--- src/rtl/ship_life_ctl_pkg.sv ---
// Shared types and constants for the player-ship lifecycle controller.
package ship_pkg;

    localparam int unsigned LIVES_W = 3;

    localparam int unsigned DEF_LIVES_INIT    = 3;
    localparam int unsigned DEF_DEATH_TICKS   = 60;
    localparam int unsigned DEF_RESPAWN_TICKS = 90;
    localparam int unsigned DEF_INVULN_TICKS  = 120;
    localparam int unsigned DEF_BLINK_TICKS   = 8;

    typedef enum logic [2:0] {
        ST_WAIT_START = 3'd0,
        ST_ALIVE      = 3'd1,
        ST_DYING      = 3'd2,
        ST_RESPAWN    = 3'd3,
        ST_INVULN     = 3'd4,
        ST_GAME_OVER  = 3'd5
    } ship_state_e;

    function automatic int unsigned max3(input int unsigned a, input int unsigned b,
                                         input int unsigned c);
        int unsigned m;
        m = (a > b) ? a : b;
        return (m > c) ? m : c;
    endfunction

endpackage

--- src/rtl/ship_life_ctl_if.sv ---
// Request/response bundle between input decoding and the ship lifecycle controller.
interface ship_life_ctl_if;
    import ship_pkg::*;

    logic               frame_tick;
    logic               start;
    logic               hit;
    logic               left_in;
    logic               right_in;
    logic               fire_in;
    logic               left_out;
    logic               right_out;
    logic               fire_out;
    logic               dead_s;
    logic               ship_visible;
    logic               invuln;
    logic [LIVES_W-1:0] lives;
    logic               game_over;

    modport master (
        output frame_tick, start, hit, left_in, right_in, fire_in,
        input  left_out, right_out, fire_out, dead_s, ship_visible, invuln, lives, game_over
    );

    modport slave (
        input  frame_tick, start, hit, left_in, right_in, fire_in,
        output left_out, right_out, fire_out, dead_s, ship_visible, invuln, lives, game_over
    );

endinterface

--- src/rtl/ship_life_ctl_frame_timer.sv ---
// Frame-tick down-counter: load has priority, done flags the tick that consumes the last count.
module frame_timer #(
    parameter int unsigned WIDTH = 4
) (
    input  logic             pclk,
    input  logic             rst,
    input  logic             en,
    input  logic             load,
    input  logic [WIDTH-1:0] load_val,
    output logic             done
);
    logic [WIDTH-1:0] count_q, count_d;

    always_comb begin
        count_d = count_q;
        if (load) begin
            count_d = load_val;
        end else if (en && (count_q != '0)) begin
            count_d = count_q - WIDTH'(1);
        end
    end

    assign done = en && (count_q == WIDTH'(1));

    always_ff @(posedge pclk) begin
        if (!rst) begin
            count_q <= '0;
        end else begin
            count_q <= count_d;
        end
    end

endmodule

--- src/rtl/ship_life_ctl.sv ---
// Player-ship lifecycle controller: lives, frame timers and request gating.
// Optional invulnerability blink is enabled by defining SHIP_BLINK_EN.
module ship_life_ctl
    import ship_pkg::*;
#(
    parameter int unsigned LIVES_INIT    = DEF_LIVES_INIT,
    parameter int unsigned DEATH_TICKS   = DEF_DEATH_TICKS,
    parameter int unsigned RESPAWN_TICKS = DEF_RESPAWN_TICKS,
    parameter int unsigned INVULN_TICKS  = DEF_INVULN_TICKS,
    parameter int unsigned BLINK_TICKS   = DEF_BLINK_TICKS
) (
    input  logic            pclk,
    input  logic            rst,
    ship_life_ctl_if.slave  bus
);
    localparam int unsigned TIMER_W =
        $clog2(max3(DEATH_TICKS, RESPAWN_TICKS, INVULN_TICKS) + 1);

    ship_state_e        state_q, state_d;
    logic [LIVES_W-1:0] lives_q, lives_d;
    logic               left_out_q, left_out_d;
    logic               right_out_q, right_out_d;
    logic               fire_out_q, fire_out_d;
    logic               dead_s_q, dead_s_d;
    logic               dead_first_q, dead_first_d;
    logic               visible_q, visible_d;
    logic               invuln_q, invuln_d;
    logic               game_over_q, game_over_d;

    logic               entering;
    logic               timer_load;
    logic [TIMER_W-1:0] timer_val;
    logic               timer_done;

    assign entering = (state_d != state_q);

    always_comb begin
        timer_load = 1'b0;
        timer_val  = '0;
        if (entering) begin
            unique case (state_d)
                ST_RESPAWN: begin timer_load = 1'b1; timer_val = TIMER_W'(RESPAWN_TICKS); end
                ST_INVULN:  begin timer_load = 1'b1; timer_val = TIMER_W'(INVULN_TICKS);  end
                ST_DYING:   begin timer_load = 1'b1; timer_val = TIMER_W'(DEATH_TICKS);   end
                default:    ;
            endcase
        end
    end

    frame_timer #(.WIDTH(TIMER_W)) u_state_timer (
        .pclk     (pclk),
        .rst      (rst),
        .en       (bus.frame_tick),
        .load     (timer_load),
        .load_val (timer_val),
        .done     (timer_done)
    );

`ifdef SHIP_BLINK_EN
    localparam int unsigned BLINK_W = $clog2(BLINK_TICKS + 1);
    logic blink_on_q, blink_on_d;
    logic blink_done;
    logic invuln_entry;

    assign invuln_entry = entering && (state_d == ST_INVULN);

    frame_timer #(.WIDTH(BLINK_W)) u_blink_timer (
        .pclk     (pclk),
        .rst      (rst),
        .en       (bus.frame_tick),
        .load     (invuln_entry || blink_done),
        .load_val (BLINK_W'(BLINK_TICKS)),
        .done     (blink_done)
    );

    always_comb begin
        blink_on_d = blink_on_q;
        if (invuln_entry) begin
            blink_on_d = 1'b1;
        end else if (blink_done) begin
            blink_on_d = ~blink_on_q;
        end
    end

    always_ff @(posedge pclk) begin
        if (!rst) begin
            blink_on_q <= 1'b0;
        end else begin
            blink_on_q <= blink_on_d;
        end
    end
`endif

    always_comb begin
        state_d = state_q;
        lives_d = lives_q;
        unique case (state_q)
            ST_WAIT_START, ST_GAME_OVER: begin
                if (bus.start) begin
                    state_d = ST_RESPAWN;
                    lives_d = LIVES_W'(LIVES_INIT);
                end
            end
            ST_RESPAWN: if (timer_done) state_d = ST_INVULN;
            ST_INVULN:  if (timer_done) state_d = ST_ALIVE;
            ST_ALIVE: begin
                if (bus.hit) begin
                    state_d = ST_DYING;
                    if (lives_q != '0) lives_d = lives_q - LIVES_W'(1);
                end
            end
            ST_DYING: begin
                if (timer_done) state_d = (lives_q == '0) ? ST_GAME_OVER : ST_RESPAWN;
            end
            default: state_d = ST_WAIT_START;
        endcase
    end

    // Outputs are registered from the next state so they land one cycle after the cause.
    always_comb begin
        logic pass;
        pass         = (state_d == ST_ALIVE) || (state_d == ST_INVULN);
        left_out_d   = pass && bus.left_in;
        right_out_d  = pass && bus.right_in;
        fire_out_d   = pass && bus.fire_in;
        dead_first_d = (state_d == ST_DYING) && (state_q != ST_DYING);
        dead_s_d     = (state_d == ST_DYING) && ((state_q != ST_DYING) || dead_first_q);
        invuln_d     = (state_d == ST_INVULN);
        game_over_d  = (state_d == ST_GAME_OVER);
        visible_d    = (state_d == ST_ALIVE);
        if (state_d == ST_INVULN) begin
`ifdef SHIP_BLINK_EN
            visible_d = blink_on_d;
`else
            visible_d = 1'b1;
`endif
        end
    end

    always_ff @(posedge pclk) begin
        if (!rst) begin
            state_q      <= ST_WAIT_START;
            lives_q      <= '0;
            left_out_q   <= 1'b0;
            right_out_q  <= 1'b0;
            fire_out_q   <= 1'b0;
            dead_s_q     <= 1'b0;
            dead_first_q <= 1'b0;
            visible_q    <= 1'b0;
            invuln_q     <= 1'b0;
            game_over_q  <= 1'b0;
        end else begin
            state_q      <= state_d;
            lives_q      <= lives_d;
            left_out_q   <= left_out_d;
            right_out_q  <= right_out_d;
            fire_out_q   <= fire_out_d;
            dead_s_q     <= dead_s_d;
            dead_first_q <= dead_first_d;
            visible_q    <= visible_d;
            invuln_q     <= invuln_d;
            game_over_q  <= game_over_d;
        end
    end

    assign bus.left_out     = left_out_q;
    assign bus.right_out    = right_out_q;
    assign bus.fire_out     = fire_out_q;
    assign bus.dead_s       = dead_s_q;
    assign bus.ship_visible = visible_q;
    assign bus.invuln       = invuln_q;
    assign bus.lives        = lives_q;
    assign bus.game_over    = game_over_q;

endmodule
--- src/flat_wrapper.sv ---
// flat-port wrapper written by rule: the top's interface ports become plain ports
module ship_life_ctl_flat import ship_pkg::*;
#(
    parameter int unsigned LIVES_INIT    = DEF_LIVES_INIT,
    parameter int unsigned DEATH_TICKS   = DEF_DEATH_TICKS,
    parameter int unsigned RESPAWN_TICKS = DEF_RESPAWN_TICKS,
    parameter int unsigned INVULN_TICKS  = DEF_INVULN_TICKS,
    parameter int unsigned BLINK_TICKS   = DEF_BLINK_TICKS
)
  (pclk, rst, bus_frame_tick, bus_start, bus_hit, bus_left_in, bus_right_in, bus_fire_in, bus_left_out, bus_right_out, bus_fire_out, bus_dead_s, bus_ship_visible, bus_invuln, bus_lives, bus_game_over);
  ship_life_ctl_if bus_i ();
  input  logic pclk;
  input  logic rst;
  input wire logic [$bits(bus_i.frame_tick)-1:0] bus_frame_tick;
  input wire logic [$bits(bus_i.start)-1:0] bus_start;
  input wire logic [$bits(bus_i.hit)-1:0] bus_hit;
  input wire logic [$bits(bus_i.left_in)-1:0] bus_left_in;
  input wire logic [$bits(bus_i.right_in)-1:0] bus_right_in;
  input wire logic [$bits(bus_i.fire_in)-1:0] bus_fire_in;
  output wire logic [$bits(bus_i.left_out)-1:0] bus_left_out;
  output wire logic [$bits(bus_i.right_out)-1:0] bus_right_out;
  output wire logic [$bits(bus_i.fire_out)-1:0] bus_fire_out;
  output wire logic [$bits(bus_i.dead_s)-1:0] bus_dead_s;
  output wire logic [$bits(bus_i.ship_visible)-1:0] bus_ship_visible;
  output wire logic [$bits(bus_i.invuln)-1:0] bus_invuln;
  output wire logic [$bits(bus_i.lives)-1:0] bus_lives;
  output wire logic [$bits(bus_i.game_over)-1:0] bus_game_over;
  assign bus_i.frame_tick = bus_frame_tick;
  assign bus_i.start = bus_start;
  assign bus_i.hit = bus_hit;
  assign bus_i.left_in = bus_left_in;
  assign bus_i.right_in = bus_right_in;
  assign bus_i.fire_in = bus_fire_in;
  assign bus_left_out = bus_i.left_out;
  assign bus_right_out = bus_i.right_out;
  assign bus_fire_out = bus_i.fire_out;
  assign bus_dead_s = bus_i.dead_s;
  assign bus_ship_visible = bus_i.ship_visible;
  assign bus_invuln = bus_i.invuln;
  assign bus_lives = bus_i.lives;
  assign bus_game_over = bus_i.game_over;
  ship_life_ctl #(.LIVES_INIT(LIVES_INIT), .DEATH_TICKS(DEATH_TICKS), .RESPAWN_TICKS(RESPAWN_TICKS), .INVULN_TICKS(INVULN_TICKS), .BLINK_TICKS(BLINK_TICKS)) u_core (.pclk(pclk), .rst(rst), .bus(bus_i));
endmodule
--- config.mk ---
export PLATFORM = sky130hd
export DESIGN_NAME = ship_life_ctl_flat
export DESIGN_NICKNAME = d
export VERILOG_FILES = /design/src/rtl/ship_life_ctl_pkg.sv /design/src/rtl/ship_life_ctl_if.sv /design/src/rtl/ship_life_ctl_frame_timer.sv /design/src/rtl/ship_life_ctl.sv /design/src/flat_wrapper.sv
export SDC_FILE = /design/constraint.sdc
export NUM_CORES = 1
export LEC_CHECK = 0
export BUFFER_PORTS_ARGS = -buffer_cell sky130_fd_sc_hd__buf_2
export CORE_MARGIN = 2
export CORE_UTILIZATION = 50
export CTS_BUF_LIST = sky130_fd_sc_hd__clkbuf_8
export DETAILED_ROUTE_END_ITERATION = 10
export MAX_ROUTING_LAYER = met4
export PLACE_DENSITY_LB_ADDON = 0.3
export SLEW_MARGIN = 25
export SYNTH_ARGS = -nofsm -noshare
export SYNTH_HDL_FRONTEND = slang
export SYNTH_SLANG_ARGS = --single-unit
--- constraint.sdc ---
create_clock -name pclk -period 3.2 [get_ports pclk]
set_input_delay 0.64 -clock pclk [delete_from_list [all_inputs] [get_ports pclk]]
set_output_delay 0.64 -clock pclk [all_outputs]
set_load 0.03 [all_outputs]
==> run metrics, run 1 <==
status finished clean; Sinks on Clock Net 21; Seq/Total Area, Yosys 33.9%; Crit Path Category flop to flop; hold_buf cts 0; Vias 1019; worst r2r src u_core.state_q[0]$_SDFF_PN0_; post-synth top area share around 34%; n_diodes 0; Max VDD drop between 0.3 and 0.4 mV; drc violations 0; Setup-failing EPs final 0; R2R setup slack 1060 ps; top post-synthesis cells by count dfxtp_1, inv_1, nor2_1; Critical Path AT 2310 ps; post-CTS setup buffers 0; GPL Wtd Cong 0.901; layout cells sized above 1 22.5%; Synth cell types between 40 and 50; area of the mapped netlist between 1000 and 1500 um^2; fillers 228; Min-Delay Path Class flop to flop; Clock Tree Buf Depth 2; net count after synthesis 149; Crit Path Max Fanout 17; Main synth FF type dfxtp_1; initial antenna violation count 0; Slew @ Worst Pin roughly 560 ps; most numerous cell in the Yosys netlist dfxtp_1; clk_lat worst skew between 200 and 300 ps; DRT Pass-1 Iters 4; Final Hold Violating Endpoints 0; final instance area approximately 1400 um^2; CTS H-tree lvls 1; f_max 467 MHz; WP data required between 3000 and 4000 ps; # resized after CTS 0; die height ~54 um; setup TNS 0 ps; PwrDens approximately 700 nW/um^2; row count 18; Final HPWL DP 1.88 mm; post-layout net count around 170; crit path launch type flop; DP Area 1330 um^2; mean routed wirelength per cell 13.8 um; DRT antenna net count 0; reg2reg path depth 6; Die ar. between 2000 and 3000 um^2; All-Layer GR Usage 20.6%; io pins 18; Mapped Cells 136; port bufs 17; WL final 2.50 mm; RSZ-0062 raised after global routing false; first-pass GRT wire length ~4 mm; cell accounting for the most synthesized area dfxtp_1; pin count of the biggest net entering global routing 18; HP Start u_core.dead_first_q$_SDFF_PN0_; crit share post-route between 60% and 70%; CTS root buffer clkbuf_8; Worst slew margin 61.8%; Post-synth EDFFs 0; maxcap violations 0; largest cells by area after synthesis dfxtp_1, ha_1, inv_1; grt ovf 0; P&R area growth vs syn 11.1%; initial drt markers 21; min cycle time layout ~2100 ps; #FFs+latches synth 21; Clock Pin Slew Worst Setup and Hold Paths 90 ps; Min-Delay Path Depth 1; critical path capture point type flop; vias in the first global route about 920; clock skew about 8.1 ps; core footprint roughly 2400 um^2; P_leak 0.593 nW; max-slew violations 0; asr flop ratio synth 0%; Starting Density 51.5%; Vias per Instance between 5 and 6; Yosys warning total 0; hold endpoint u_core.bus.dead_s$_SDFF_PN0_; hold_ws approximately 460 ps; syn avg cell area approximately 9.1 um^2; Num CTS Buffers 3; FF-to-FF End u_core.u_state_timer.count_q[2]$_SDFFE_PN0P_; CTS tree done; Die Width 53.8 um
layout by cell type (no fill, tap or decap), types with 2 or more instances in the layout:
| master | instances |
|---|---|
| a21oi_1 | 5 |
| a21oi_2 | 2 |
| a22o_1 | 2 |
| a311oi_1 | 2 |
| and2_1 | 4 |
| and3_1 | 4 |
| buf_2 | 17 |
| clkbuf_8 | 3 |
| dfxtp_1 | 21 |
| ha_1 | 5 |
| inv_1 | 12 |
| nand2_1 | 7 |
| nand2b_1 | 2 |
| nand3_1 | 5 |
| nor2_1 | 8 |
| nor2b_1 | 4 |
| nor3_1 | 2 |
| nor4_1 | 2 |
| o211ai_1 | 2 |
| o21a_1 | 3 |
| o21ai_0 | 7 |
| o22ai_1 | 2 |
| xnor2_1 | 4 |
| xor2_1 | 2 |
kinds of logic after synthesis:
| logic type | count (synthesis) | share of synthesized area, % |
|---|---|---|
| AND/OR/NAND/NOR | 47 | 23.4 |
| AO/OA/AOI/OAI | 37 | 24.4 |
| flip-flops | 21 | 33.9 |
| buffers and inverters | 18 | 6.36 |
| XOR/XNOR | 6 | 4.24 |
| adder cells (fa/ha/maj) | 5 | 5.05 |
| multiplexers | 2 | 2.62 |
worst max-delay path, stage by stage (launching register included):
cell and delay (ps):
dfxtp_1 660, nand2b_1 290, a32oi_1 270, o22ai_1 180
o2bb2ai_4 310, a21oi_1 110, a311oi_1 230
metrics by stage:
stage / setup slack (ps) / utilization, % / total power [mW] / instances
3_5_place_dp: 996 / 55.1 / 0.772 / 177
6_report: 1060 / 57.2 / 0.949 / 181
4_1_cts: 1090 / 57.2 / 0.950 / 181
3_3_place_gp: 1060 / 55.1 / 0.761 / 177
2_1_floorplan: 1130 / - / 0.690 / 136
5_1_grt: 803 / 57.2 / 1.01 / 181
registers in the layout (all words and copies together), names as in the netlist:
register,flops
u_core.bus.left_out,1
u_core.bus.right_out,1
u_core.bus.invuln,1
u_core.bus.dead_s,1
u_core.bus.lives,3
u_core.state_q,3
u_core.bus.fire_out,1
u_core.u_state_timer.count_q,7
u_core.bus.ship_visible,1
u_core.dead_first_q,1
u_core.bus.game_over,1
how the worst max path moves through the flow:
stage / end / startpoint / cells after the start
after floorplan: u_core.u_state_timer.count_q[2]$_SDFFE_PN0P_ / u_core.bus.lives[0]$_SDFFE_PN0P_ / 8
after global placement: u_core.u_state_timer.count_q[5]$_SDFFE_PN0P_ / bus_frame_tick / 7
after detailed placement: u_core.u_state_timer.count_q[5]$_SDFFE_PN0P_ / bus_frame_tick / 7
after CTS: u_core.u_state_timer.count_q[2]$_SDFFE_PN0P_ / u_core.state_q[0]$_SDFF_PN0_ / 6
after global routing: u_core.u_state_timer.count_q[2]$_SDFFE_PN0P_ / u_core.state_q[0]$_SDFF_PN0_ / 6
final: u_core.u_state_timer.count_q[2]$_SDFFE_PN0P_ / u_core.state_q[0]$_SDFF_PN0_ / 6
per-layer routing:
metal,track usage (%),vias up,part of all wire [%]
li1,-,514,-
met1,25.9,473,49
met2,31.1,25,46
met3,3.33,7,2.7
met4,11.5,0,2.6
met5,-,-,0
report_power, final:
group | total (mW) | leakage (nW) | internal, mW | switching, mW
logic | 0.386 | 0.398 | 0.173 | 0.213
registers | 0.383 | 0.172 | 0.312 | 0.0708
clock network | 0.180 | 0.0217 | 0.0879 | 0.0919
layout make-up:
| cell class | instances | area (um^2) | share of cell area (%) |
|---|---|---|---|
| multi-input cells | 97 | 741 | 53.8 |
| inverters | 12 | 45.0 | 3.27 |
| clock inverters | 1 | 7.51 | 0.545 |
| flip-flops and latches | 21 | 420 | 30.5 |
| clock buffers | 3 | 41.3 | 3.00 |
| repair buffers | 17 | 85.1 | 6.18 |
| well taps | 30 | 37.5 | 2.72 |
(Power assumes the default switching activity.)
==> inputs of run 2 (changes only) <==
- clock period: 3.2 -> 1.75 ns (I/O delays scaled with it)
==> run 2 against run 1 <==
Net effect: the flow now finishes with violations (setup timing); critical path depth is 2 higher; utilization rose by 17 points; die area is the same; fmax increased by 17%; global-route usage rose by 0.75 points; largest cell class unchanged; highest routed layer unchanged.
==> run metrics, run 2 (synthesis gave the netlist of run 1 again) <==
Worst slew margin 72.0% (was 61.8%); mean routed wirelength per cell 13.9 um (was 13.8 um); max FFs per register 7 (unchanged); RSZ-0062 raised after global routing true (was false); hold_buf cts 0 (unchanged); Crit Path Max Fanout 3 (was 17); n_diodes 0 (unchanged); fin worst setup slack -78.6 ps (was 1060 ps); Net Sw Frac 38.5% (was 39.6%); first-pass GRT wire length 4.33 mm (was 4.11 mm); PwrDens 1250 nW/um^2 (was 689 nW/um^2); clock skew 4.75 ps (was 8.11 ps); crit share post-route 104% (was 66.9%); critical path capture point type flop (unchanged); f_max 547 MHz (was 467 MHz); largest reg by FF count u_core.u_state_timer.count_q (unchanged); io pins 18 (unchanged); WL final 2.93 mm (was 2.50 mm); initial antenna violation count 0 (unchanged); GPL Wtd Cong 0.835 (was 0.901); maxcap violations 0 (unchanged); DRT antenna net count 0 (unchanged); Setup-failing EPs final 2 (was 0); WP data required 1900 ps (was 3370 ps); Crit Path Category flop to flop (unchanged); Clock Pin Slew Worst Setup and Hold Paths 80 ps (was 90 ps); HP Start bus_right_in (was u_core.dead_first_q$_SDFF_PN0_); Clock Power Share 14.2% (was 19.0%); worst r2r src u_core.u_state_timer.count_q[1]$_SDFFE_PN0P_ (was u_core.state_q[0]$_SDFF_PN0_); pin count of the biggest net entering global routing 14 (was 18); pre-CTS setup slack -39.8 ps (was 996 ps); grt ovf 0 (unchanged); port bufs 17 (unchanged); All-Layer GR Usage 21.3% (was 20.6%); violated checks setup timing; clk_lat worst skew 260 ps (about the same); vias in the first global route 1022 (was 923); crit path launch type flop (unchanged); status finished, violations left (was finished clean); Critical Path AT 1970 ps (was 2310 ps); layout cells sized above 1 52.5% (was 22.5%); Sinks on Clock Net 21 (unchanged); Clock Tree Buf Depth 2 (unchanged); CTS root buffer clkbuf_8 (unchanged); Util after Layout 73.8% (was 57.2%); post-layout net count 195 (was 165); Starting Density 51.5% (unchanged); Final Hold Violating Endpoints 0 (unchanged); max-slew violations 0 (unchanged); NetSw 857 uW (was 376 uW); commonest non-fill, non-tap cell in the layout buf_4 (was dfxtp_1); share of power burned in registers 31.0% (was 40.4%); die height 53.8 um (unchanged); row count 18 (unchanged); Max VDD drop 0.913 mV (was 0.351 mV); min cycle time layout 1830 ps (was 2140 ps); Gate power share 54.7% (was 40.7%); Final HPWL DP 2.12 mm (was 1.88 mm); Num CTS Buffers 3 (unchanged); Die ar. 2890 um^2 (unchanged); DRT Pass-1 Iters 4 (unchanged); drc violations 0 (unchanged); most frequent cells in the layout buf_4, buf_2, dfxtp_1, inv_1, o21ai_0 (was dfxtp_1, buf_2, inv_1, nor2_1); CTS H-tree lvls 1 (unchanged); P&R area growth vs syn 43.5% (was 11.1%); Int Pwr 1.37 mW (was 573 uW); Vias 1130 (was 1019); Die Width 53.8 um (unchanged); core footprint 2410 um^2 (unchanged); Vias per Instance 5.36 (was 5.63); P_leak 0.764 nW (was 0.593 nW); CP startpoint u_core.u_state_timer.count_q[1]$_SDFFE_PN0P_ (was u_core.state_q[0]$_SDFF_PN0_); CTS tree done (unchanged); Min-Delay Path Class primary input to flop (was flop to flop); setup TNS -111 ps (was 0 ps); Slew @ Worst Pin 416 ps (was 558 ps); initial drt markers 18 (was 21)
[run 2: final timing paths]
path         cells after the start                                           end  slack (ps)
min reg2reg                      1                  u_core.bus.dead_s$_SDFF_PN0_         470
min                              2               u_core.bus.right_out$_SDFF_PN0_         310
max reg2reg                      8  u_core.u_state_timer.count_q[5]$_SDFFE_PN0P_         -80
max                              8  u_core.u_state_timer.count_q[5]$_SDFFE_PN0P_         -80
[run 2: final cells by class]
type	instances	area, um^2
timing repair buffer	47	318
fill	190	631
tap	30	37.5
clock inverter	1	6.26
inverter	12	47.5
clock buffer	3	41.3
sequential	21	438
multi-input combinational	97	891
[run 2: routing by layer]
layer | routed length, um | track usage (%) | vias to the layer above
met3 | 63 | 3.06 | 4
li1 | - | - | 577
met1 | 1370 | 26.0 | 534
met2 | 1460 | 34.8 | 15
met4 | 32 | 9.40 | 0
met5 | 0 | - | -
[run 2: power by group through the flow]
stage	Combinational [mW]	Sequential (mW)	Clock [mW]
3_3_place_gp	0.949	0.677	0
3_5_place_dp	0.973	0.684	0
4_1_cts	1.00	0.673	0.327
2_1_floorplan	0.576	0.705	0
5_1_grt	1.32	0.702	0.354
6_report	1.22	0.691	0.316
[run 2: per-stage QoR]
stage | power (mW) | std cells | cell area (um^2) | hold slack [ps]
floorplan | 1.28 | 136 | 1260 | 427
global placement | 1.63 | 202 | 1540 | 431
detailed placement | 1.66 | 202 | 1540 | 458
CTS | 2.00 | 207 | 1610 | 308
global route | 2.37 | 211 | 1780 | 308
finish | 2.23 | 211 | 1780 | 310
[run 2: what timing repair did]
item	4_1_cts	5_1_grt
pin swaps	5	9
setup endpoints to repair	5	16
gates resized for setup	5	32
setup buffers	1	4
[run 2: worst max-delay path, cell delays in order, from the launching register on]
cell and delay [ps]:
dfxtp_2 340, inv_2 60, ha_4 160, and2_4 140, a41o_2 210, a211oi_2 250, and2b_2 270, o31ai_2 230
a21oi_1 60
